**src/rtl/conv_ctrl_pkg.sv**
```systemverilog
// Shared types and helpers for the 3x3 convolution sequencer.
// State encoding and output-geometry helpers used by the top and its bench.
package conv_ctrl_pkg;

    localparam logic [2:0] S_IDLE   = 3'd0;
    localparam logic [2:0] S_LOAD_W = 3'd1;
    localparam logic [2:0] S_RUN    = 3'd2;
    localparam logic [2:0] S_DRAIN  = 3'd3;
    localparam logic [2:0] S_DONE   = 3'd4;

    typedef enum logic [2:0] {
        ST_IDLE   = S_IDLE,
        ST_LOAD_W = S_LOAD_W,
        ST_RUN    = S_RUN,
        ST_DRAIN  = S_DRAIN,
        ST_DONE   = S_DONE
    } state_e;

    // A valid 3x3 window needs two extra pixels beyond its top-left corner.
    function automatic int out_dim(input int img_dim);
        return img_dim - 2;
    endfunction

    function automatic int n_out(input int img_w, input int img_h);
        return out_dim(img_w) * out_dim(img_h);
    endfunction

endpackage

```
**src/rtl/conv3x3_seq_ctrl_if.sv**
```systemverilog
// Control/handshake bundle between the sequencer (master) and the
// window source / datapath side (slave).
interface conv3x3_seq_ctrl_if #(parameter int AW = 8);
    logic          start;
    logic          src_ready;
    logic          busy;
    logic          done;
    logic          wb_write_en;
    logic          win_valid;
    logic [AW-1:0] win_row;
    logic [AW-1:0] win_col;
    logic          psum_valid;
    logic [AW-1:0] psum_row;
    logic [AW-1:0] psum_col;
    logic          psum_last;

    modport master (
        input  start, src_ready,
        output busy, done, wb_write_en, win_valid, win_row, win_col,
               psum_valid, psum_row, psum_col, psum_last
    );

    modport slave (
        output start, src_ready,
        input  busy, done, wb_write_en, win_valid, win_row, win_col,
               psum_valid, psum_row, psum_col, psum_last
    );
endinterface

```
**src/rtl/conv3x3_seq_ctrl_tag_delay_line.sv**
```systemverilog
// Fixed-latency tag shift register; the MSB of each stage is its valid bit,
// exposed per stage so the owner can tell when the line is empty.
module tag_delay_line #(
    parameter int DEPTH = 2,
    parameter int WIDTH = 18
) (
    input  logic             clk,
    input  logic             rst,
    input  logic [WIDTH-1:0] din,
    output logic [WIDTH-1:0] dout,
    output logic [DEPTH-1:0] vld_taps
);
    logic [DEPTH-1:0][WIDTH-1:0] stage_q, stage_d;

    always_comb begin
        stage_d    = stage_q;
        stage_d[0] = din;
        for (int i = 1; i < DEPTH; i++) stage_d[i] = stage_q[i-1];
    end

    always_ff @(posedge clk or posedge rst) begin
        if (rst) stage_q <= '0;
        else     stage_q <= stage_d;
    end

    always_comb begin
        vld_taps = '0;
        for (int i = 0; i < DEPTH; i++) vld_taps[i] = stage_q[i][WIDTH-1];
    end

    assign dout = stage_q[DEPTH-1];
endmodule

```
**src/rtl/conv3x3_seq_ctrl.sv**
```systemverilog
// Layer sequencer: weight load strobe, raster window issue, coordinate
// tagging of datapath results through a matched delay line, done on drain.
module conv3x3_seq_ctrl
    import conv_ctrl_pkg::*;
#(
    parameter int IMG_W    = 8,
    parameter int IMG_H    = 8,
    parameter int PIPE_LAT = 2,
    parameter int AW       = 8
) (
    input  logic               clk,
    input  logic               rst,
    conv3x3_seq_ctrl_if.master bus
);
    localparam int OUT_W = out_dim(IMG_W);
    localparam int OUT_H = out_dim(IMG_H);
    localparam int TAG_W = 2 + 2*AW;
    localparam logic [AW-1:0] COL_MAX = AW'(OUT_W - 1);
    localparam logic [AW-1:0] ROW_MAX = AW'(OUT_H - 1);

    state_e        state_q, state_d;
    logic [AW-1:0] row_q, row_d, col_q, col_d;
    logic          issue, last_issue, pipe_busy;
    logic [TAG_W-1:0]    tag_in, tag_out;
    logic [PIPE_LAT-1:0] vld_taps;

    assign last_issue = (row_q == ROW_MAX) && (col_q == COL_MAX);
    assign pipe_busy  = |vld_taps;

    always_comb begin
        state_d = state_q;
        row_d   = row_q;
        col_d   = col_q;
        issue   = 1'b0;
        case (state_q)
            ST_IDLE: if (bus.start) begin
                state_d = ST_LOAD_W;
                row_d   = '0;
                col_d   = '0;
            end
            ST_LOAD_W: state_d = ST_RUN;
            ST_RUN: begin
                // Source readiness gates issue only; the datapath keeps moving.
                issue = bus.src_ready;
                if (issue) begin
                    if (col_q == COL_MAX) begin
                        col_d = '0;
                        row_d = row_q + AW'(1);
                    end else begin
                        col_d = col_q + AW'(1);
                    end
                    if (last_issue) state_d = ST_DRAIN;
                end
            end
            ST_DRAIN: if (!pipe_busy) state_d = ST_DONE;
            ST_DONE:  state_d = ST_IDLE;
            default:  state_d = ST_IDLE;
        endcase
    end

    always_ff @(posedge clk or posedge rst) begin
        if (rst) begin
            state_q <= ST_IDLE;
            row_q   <= '0;
            col_q   <= '0;
        end else begin
            state_q <= state_d;
            row_q   <= row_d;
            col_q   <= col_d;
        end
    end

    assign tag_in = {issue, issue && last_issue, row_q, col_q};

    tag_delay_line #(.DEPTH(PIPE_LAT), .WIDTH(TAG_W)) u_tags (
        .clk      (clk),
        .rst      (rst),
        .din      (tag_in),
        .dout     (tag_out),
        .vld_taps (vld_taps)
    );

    assign bus.busy        = (state_q == ST_LOAD_W) || (state_q == ST_RUN) || (state_q == ST_DRAIN);
    assign bus.done        = (state_q == ST_DONE);
    assign bus.wb_write_en = (state_q == ST_LOAD_W);
    assign bus.win_valid   = issue;
    assign bus.win_row     = row_q;
    assign bus.win_col     = col_q;
    assign {bus.psum_valid, bus.psum_last, bus.psum_row, bus.psum_col} = tag_out;
endmodule

```
**src/flat_wrapper.sv**
```systemverilog
// flat-port wrapper written by rule: the top's interface ports become plain ports
module conv3x3_seq_ctrl_flat import conv_ctrl_pkg::*;
#(
    parameter int IMG_W    = 8,
    parameter int IMG_H    = 8,
    parameter int PIPE_LAT = 2,
    parameter int AW       = 8
)
  (clk, rst, bus_start, bus_src_ready, bus_busy, bus_done, bus_wb_write_en, bus_win_valid, bus_win_row, bus_win_col, bus_psum_valid, bus_psum_row, bus_psum_col, bus_psum_last);
  conv3x3_seq_ctrl_if #(.AW(AW)) bus_i ();
  input  logic clk;
  input  logic rst;
  input wire logic [$bits(bus_i.start)-1:0] bus_start;
  input wire logic [$bits(bus_i.src_ready)-1:0] bus_src_ready;
  output wire logic [$bits(bus_i.busy)-1:0] bus_busy;
  output wire logic [$bits(bus_i.done)-1:0] bus_done;
  output wire logic [$bits(bus_i.wb_write_en)-1:0] bus_wb_write_en;
  output wire logic [$bits(bus_i.win_valid)-1:0] bus_win_valid;
  output wire logic [$bits(bus_i.win_row)-1:0] bus_win_row;
  output wire logic [$bits(bus_i.win_col)-1:0] bus_win_col;
  output wire logic [$bits(bus_i.psum_valid)-1:0] bus_psum_valid;
  output wire logic [$bits(bus_i.psum_row)-1:0] bus_psum_row;
  output wire logic [$bits(bus_i.psum_col)-1:0] bus_psum_col;
  output wire logic [$bits(bus_i.psum_last)-1:0] bus_psum_last;
  assign bus_i.start = bus_start;
  assign bus_i.src_ready = bus_src_ready;
  assign bus_busy = bus_i.busy;
  assign bus_done = bus_i.done;
  assign bus_wb_write_en = bus_i.wb_write_en;
  assign bus_win_valid = bus_i.win_valid;
  assign bus_win_row = bus_i.win_row;
  assign bus_win_col = bus_i.win_col;
  assign bus_psum_valid = bus_i.psum_valid;
  assign bus_psum_row = bus_i.psum_row;
  assign bus_psum_col = bus_i.psum_col;
  assign bus_psum_last = bus_i.psum_last;
  conv3x3_seq_ctrl #(.IMG_W(IMG_W), .IMG_H(IMG_H), .PIPE_LAT(PIPE_LAT), .AW(AW)) u_core (.clk(clk), .rst(rst), .bus(bus_i));
endmodule
```
**config.mk**
```make
export PLATFORM = sky130hd
export DESIGN_NAME = conv3x3_seq_ctrl_flat
export DESIGN_NICKNAME = d
export VERILOG_FILES = /design/src/rtl/conv_ctrl_pkg.sv /design/src/rtl/conv3x3_seq_ctrl_if.sv /design/src/rtl/conv3x3_seq_ctrl_tag_delay_line.sv /design/src/rtl/conv3x3_seq_ctrl.sv /design/src/flat_wrapper.sv
export SDC_FILE = /design/constraint.sdc
export NUM_CORES = 1
export LEC_CHECK = 0
export ABC_AREA = 1
export BUFFER_PORTS_ARGS = -buffer_cell sky130_fd_sc_hd__buf_2
export CORE_ASPECT_RATIO = 0.6
export CORE_MARGIN = 4
export CORE_UTILIZATION = 53
export CTS_CLUSTER_DIAMETER = 80
export CTS_CLUSTER_SIZE = 10
export DETAILED_ROUTE_END_ITERATION = 8
export GPL_TIMING_DRIVEN = 0
export MAX_ROUTING_LAYER = met4
export PLACE_DENSITY = 0.88
export SLEW_MARGIN = 40
export SYNTH_ARGS = -nofsm -noshare
export SYNTH_HDL_FRONTEND = slang
export SYNTH_SLANG_ARGS = --single-unit
```
**constraint.sdc**
```tcl
create_clock -name clk -period 2.1 [get_ports clk]
set_input_delay 0.315 -clock clk [delete_from_list [all_inputs] [get_ports clk]]
set_output_delay 0.315 -clock clk [all_outputs]
set_load 0.01 [all_outputs]
```
==> impl_table.tex <==
\begin{tabular}{lr}
\hline
Metric & Value \\
\hline
\multicolumn{2}{l}{\textbf{Status}} \\
Status & finished clean \\
\multicolumn{2}{l}{\textbf{Place}} \\
Global placement routability congestion & 0.863 \\
Final HPWL from detailed placement & around 3000 um \\
Number of buffer cells added on primary ports & 41 \\
\multicolumn{2}{l}{\textbf{Run}} \\
Reported max-cap violation count & 0 \\
\multicolumn{2}{l}{\textbf{Clocking}} \\
Number of buffers added for setup after CTS & 0 \\
Clock Tree Root & sky130\_fd\_sc\_hd\_\_clkbuf\_8 \\
Number of buffers inserted during clock tree synthesis & 5 \\
Total clock sinks & 55 \\
Longest Clk Path Bufs & 2 \\
H-tree depth & 2 \\
Clock Pin Slew Worst Setup and Hold Paths & 0.09 ns \\
Clock tree from TritonCTS & done \\
Clock latency at the later pin of the worst-skew pair & around 0.30 ns \\
\multicolumn{2}{l}{\textbf{Power}} \\
Clock network power share & 0.233 \\
Worst IR drop on VDD & 0.000617 V \\
Fraction of power consumed by sequential logic & 0.497 \\
Share of total power consumed by net switching & 0.345 \\
Power per cell area & about 920 nW/um\^{}2 \\
Combinational share of power & 0.270 \\
Power Internal & 1630 uW \\
Switching power & roughly 860 uW \\
Overall power consumption & 2480 uW \\
Lkg Pwr & 0.00157 uW \\
\multicolumn{2}{l}{\textbf{Timing}} \\
Period utilisation layout & 0.799 \\
Maximum clock frequency & 596 MHz \\
Clock period minus final worst setup slack & 1.68 ns \\
Worst hold slack & 0.331 ns \\
Worst-case clock skew & about 0.0029 ns \\
Slew of the pin with the lowest slew margin & 0.315 ns \\
Setup TNS & 0 ns \\
Headroom to the max-slew limit & 0.788 \\
Final-report hold violation count & 0 \\
RSZ-0062 raised after global routing & no \\
Setup-failing EPs final & 0 \\
Final count of pins violating max slew & 0 \\
\multicolumn{2}{l}{\textbf{Global route}} \\
GR Util All Layers & 0.178 \\
Vias in the first global route & 1,623 \\
Number of antenna violations at the first check in global routing & 0 \\
Gr ovfl total & 0 \\
Pin count of the biggest net entering global routing & 46 \\
Wire length of the first global-routing pass & 7310 um \\
\multicolumn{2}{l}{\textbf{Synthesis}} \\
Post-synth net total & 249 \\
Cell types with the largest area share after synthesis & sky130\_fd\_sc\_hd\_\_dfrtp\_1 60\%, sky130\_fd\_sc\_hd\_\_nand2\_1 9.3\%, sky130\_fd\_sc\_hd\_\_buf\_4 5.2\% \\
Number of warnings printed during yosys synthesis & 0 \\
EDFF count, synth & 0 \\
Post-synthesis instance total & roughly 240 \\
Fraction of the yosys area taken by sequential cells & 0.597 \\
Most common cell in the netlist & sky130\_fd\_sc\_hd\_\_nand2\_1 \\
Netlist area before placement & 2300 um\^{}2 \\
Leading cell types by count after synthesis & 57 x sky130\_fd\_sc\_hd\_\_nand2\_1, 55 x sky130\_fd\_sc\_hd\_\_dfrtp\_1, 28 x sky130\_fd\_sc\_hd\_\_inv\_1 \\
Synth Register Bits & 55 \\
Synth unique cells & 24 \\
Avg Inst Size Synth & 9.56 um\^{}2 \\
Largest area contributor in the netlist & sky130\_fd\_sc\_hd\_\_dfrtp\_1 \\
Post-synth top area share & 0.597 \\
Dominant synthesized flop cell & sky130\_fd\_sc\_hd\_\_dfrtp\_1 \\
Proportion of register bits with asynchronous set or reset after synthesis & 1.00 \\
\multicolumn{2}{l}{\textbf{Routing}} \\
Number of antenna-violating nets in the routed design & 0 \\
Overall routed net length & 4250 um \\
Met1 Routed Length & 2080 um \\
Top sig layer & met4 \\
Number of vias in the routed layout & 1,671 \\
Detailed Routing Iterations Pass 1 & 4 \\
WL met3 & between 300 and 400 um \\
Drt first-iter violations & 124 \\
Wirelength per Cell & 12.1 um \\
DRC violations left & 0 \\
Sum of met2 wire segment lengths after detailed routing & 1790 um \\
Via/cell ratio & about 4.7 \\
\multicolumn{2}{l}{\textbf{Finish}} \\
Fraction of layout cells with a size suffix above 1 & 0.271 \\
Area growth from synthesis to final layout & 17.5\% \\
Final antenna diode count & 0 \\
Final net count & 299 \\
\multicolumn{2}{l}{\textbf{Worst setup path}} \\
Critical setup path kind & reg -> out \\
Critical path capture point type & output pin \\
Worst Reg-to-Reg Cells & 8 \\
Data arrival time of the critical path & about 1.4 ns \\
Data required time at the worst endpoint & 1.78 ns \\
CP max FO & 8 \\
Biggest cell delay along the critical path & 0.45 ns \\
Critical-path top delay cell & sky130\_fd\_sc\_hd\_\_dfrtp\_1 \\
CP Cell Sequence & nor2\_4 > nand2\_4 > nor2\_1 > buf\_2 \\
CP Launch Type & register \\
\multicolumn{2}{l}{\textbf{Floorplanning}} \\
Floorplan row count & 18 \\
CORE AREA & 4140 um\^{}2 \\
Die outline height & 59.1 um \\
Ports placed on the boundary & 42 \\
Effective utilization at floorplan & 0.556 \\
Overall die width & approximately 93 um \\
Die area & 5500 um\^{}2 \\
\multicolumn{2}{l}{\textbf{Hold path}} \\
HP Class & in -> reg \\
Cells on Worst Hold Path & 3 \\
\hline
\end{tabular}
## state kept, by name (all words and copies together) (netlist names)
name                    flops
u_core.u_tags.dout         18
u_core.bus.win_col          8
u_core.bus.win_row          8
u_core.u_tags.vld_taps      1
u_core.u_tags.stage_d      17
u_core.state_q              3
## power by group through the flow
stage | Clock [uW] | Combinational (uW) | Sequential (uW)
finish | 579 | 669 | 1230
detailed placement | 0 | 657 | 1250
floorplan | 0 | 456 | 1250
CTS | 600 | 665 | 1230
global route | 629 | 743 | 1250
global placement | 0 | 630 | 1250
## layout make-up
class / count / area [um^2]
repair buffers: 43 / 235
fillers: 356 / 1440
multi-input cells: 136 / 671
plain buffers: 19 / 141
inverters: 31 / 119
flip-flops and latches: 55 / 1380
well taps: 60 / 75.1
clock buffers: 5 / 68.8
clock inverters: 3 / 22.5
## worst max-delay path, delay by kind of cell (launching register included)
kind          cells  cell delay, ns
buf+inv           1            0.16
flops             1            0.45
simple gates      3            0.46
## through the flow
step | setup slack, ns | area (um^2) | instances | utilization
2_1_floorplan | 0.442 | 2300 | 241 | -
3_3_place_gp | -0.129 | 2580 | 342 | 0.624
3_5_place_dp | 0.564 | 2610 | 343 | 0.629
4_1_cts | 0.410 | 2710 | 352 | 0.654
5_1_grt | 0.324 | 2710 | 352 | 0.654
6_report | 0.422 | 2710 | 352 | 0.654
## path summary, 6_finish.rpt
kind / from / endpoint / slack, ns
max in group asynchronous: rst / u_core.u_tags.dout[6] / 1.19
hold / removal: bus_src_ready / u_core.u_tags.stage_d[34] / 0.33
min in group asynchronous: rst / u_core.u_tags.dout[10] / 0.45
hold reg to reg: u_core.u_tags.stage_d[21] / u_core.u_tags.dout[3] / 0.35
setup reg to reg: u_core.bus.win_col[0] / u_core.state_q[1] / 0.51
setup / recovery: u_core.state_q[0] / bus_win_valid / 0.42
## logic make-up after synthesis
kind of cell	Yosys count	share of synthesized area
adder cells (fa/ha/maj)	4	0.0217
AND/OR/NAND/NOR	117	0.223
buffers and inverters	50	0.112
AO/OA/AOI/OAI	10	0.0277
flip-flops	55	0.597
XOR/XNOR	5	0.0190
## timing repair
item                                   4_1_cts  5_1_grt
endpoints found under the hold margin       10        0
hold buffers                                 1        0
gates resized for setup                      0        0
## routing by layer
metal	vias up	global-route usage
met3	5	0.0419
met4	0	0.0564
met5	-	-
li1	831	-
met2	70	0.271
met1	765	0.239
## cells in the final DEF, fill, tap and decap left out, types with 2 or more instances in the layout
master	netlist	final
sky130_fd_sc_hd__xor2_1	4	4
sky130_fd_sc_hd__nand2_1	57	57
sky130_fd_sc_hd__ha_1	4	4
sky130_fd_sc_hd__inv_1	28	27
sky130_fd_sc_hd__nand3_1	20	20
sky130_fd_sc_hd__nor3_1	2	2
sky130_fd_sc_hd__buf_4	16	16
sky130_fd_sc_hd__dfrtp_1	55	55
sky130_fd_sc_hd__o21ai_0	6	6
sky130_fd_sc_hd__nor2_1	24	24
sky130_fd_sc_hd__clkbuf_8	0	5
sky130_fd_sc_hd__buf_2	2	43
sky130_fd_sc_hd__inv_2	3	3
sky130_fd_sc_hd__nand4_1	7	7
sky130_fd_sc_hd__nand2_2	2	2
sky130_fd_sc_hd__o21ai_1	2	2
(Power assumes the default switching activity.)
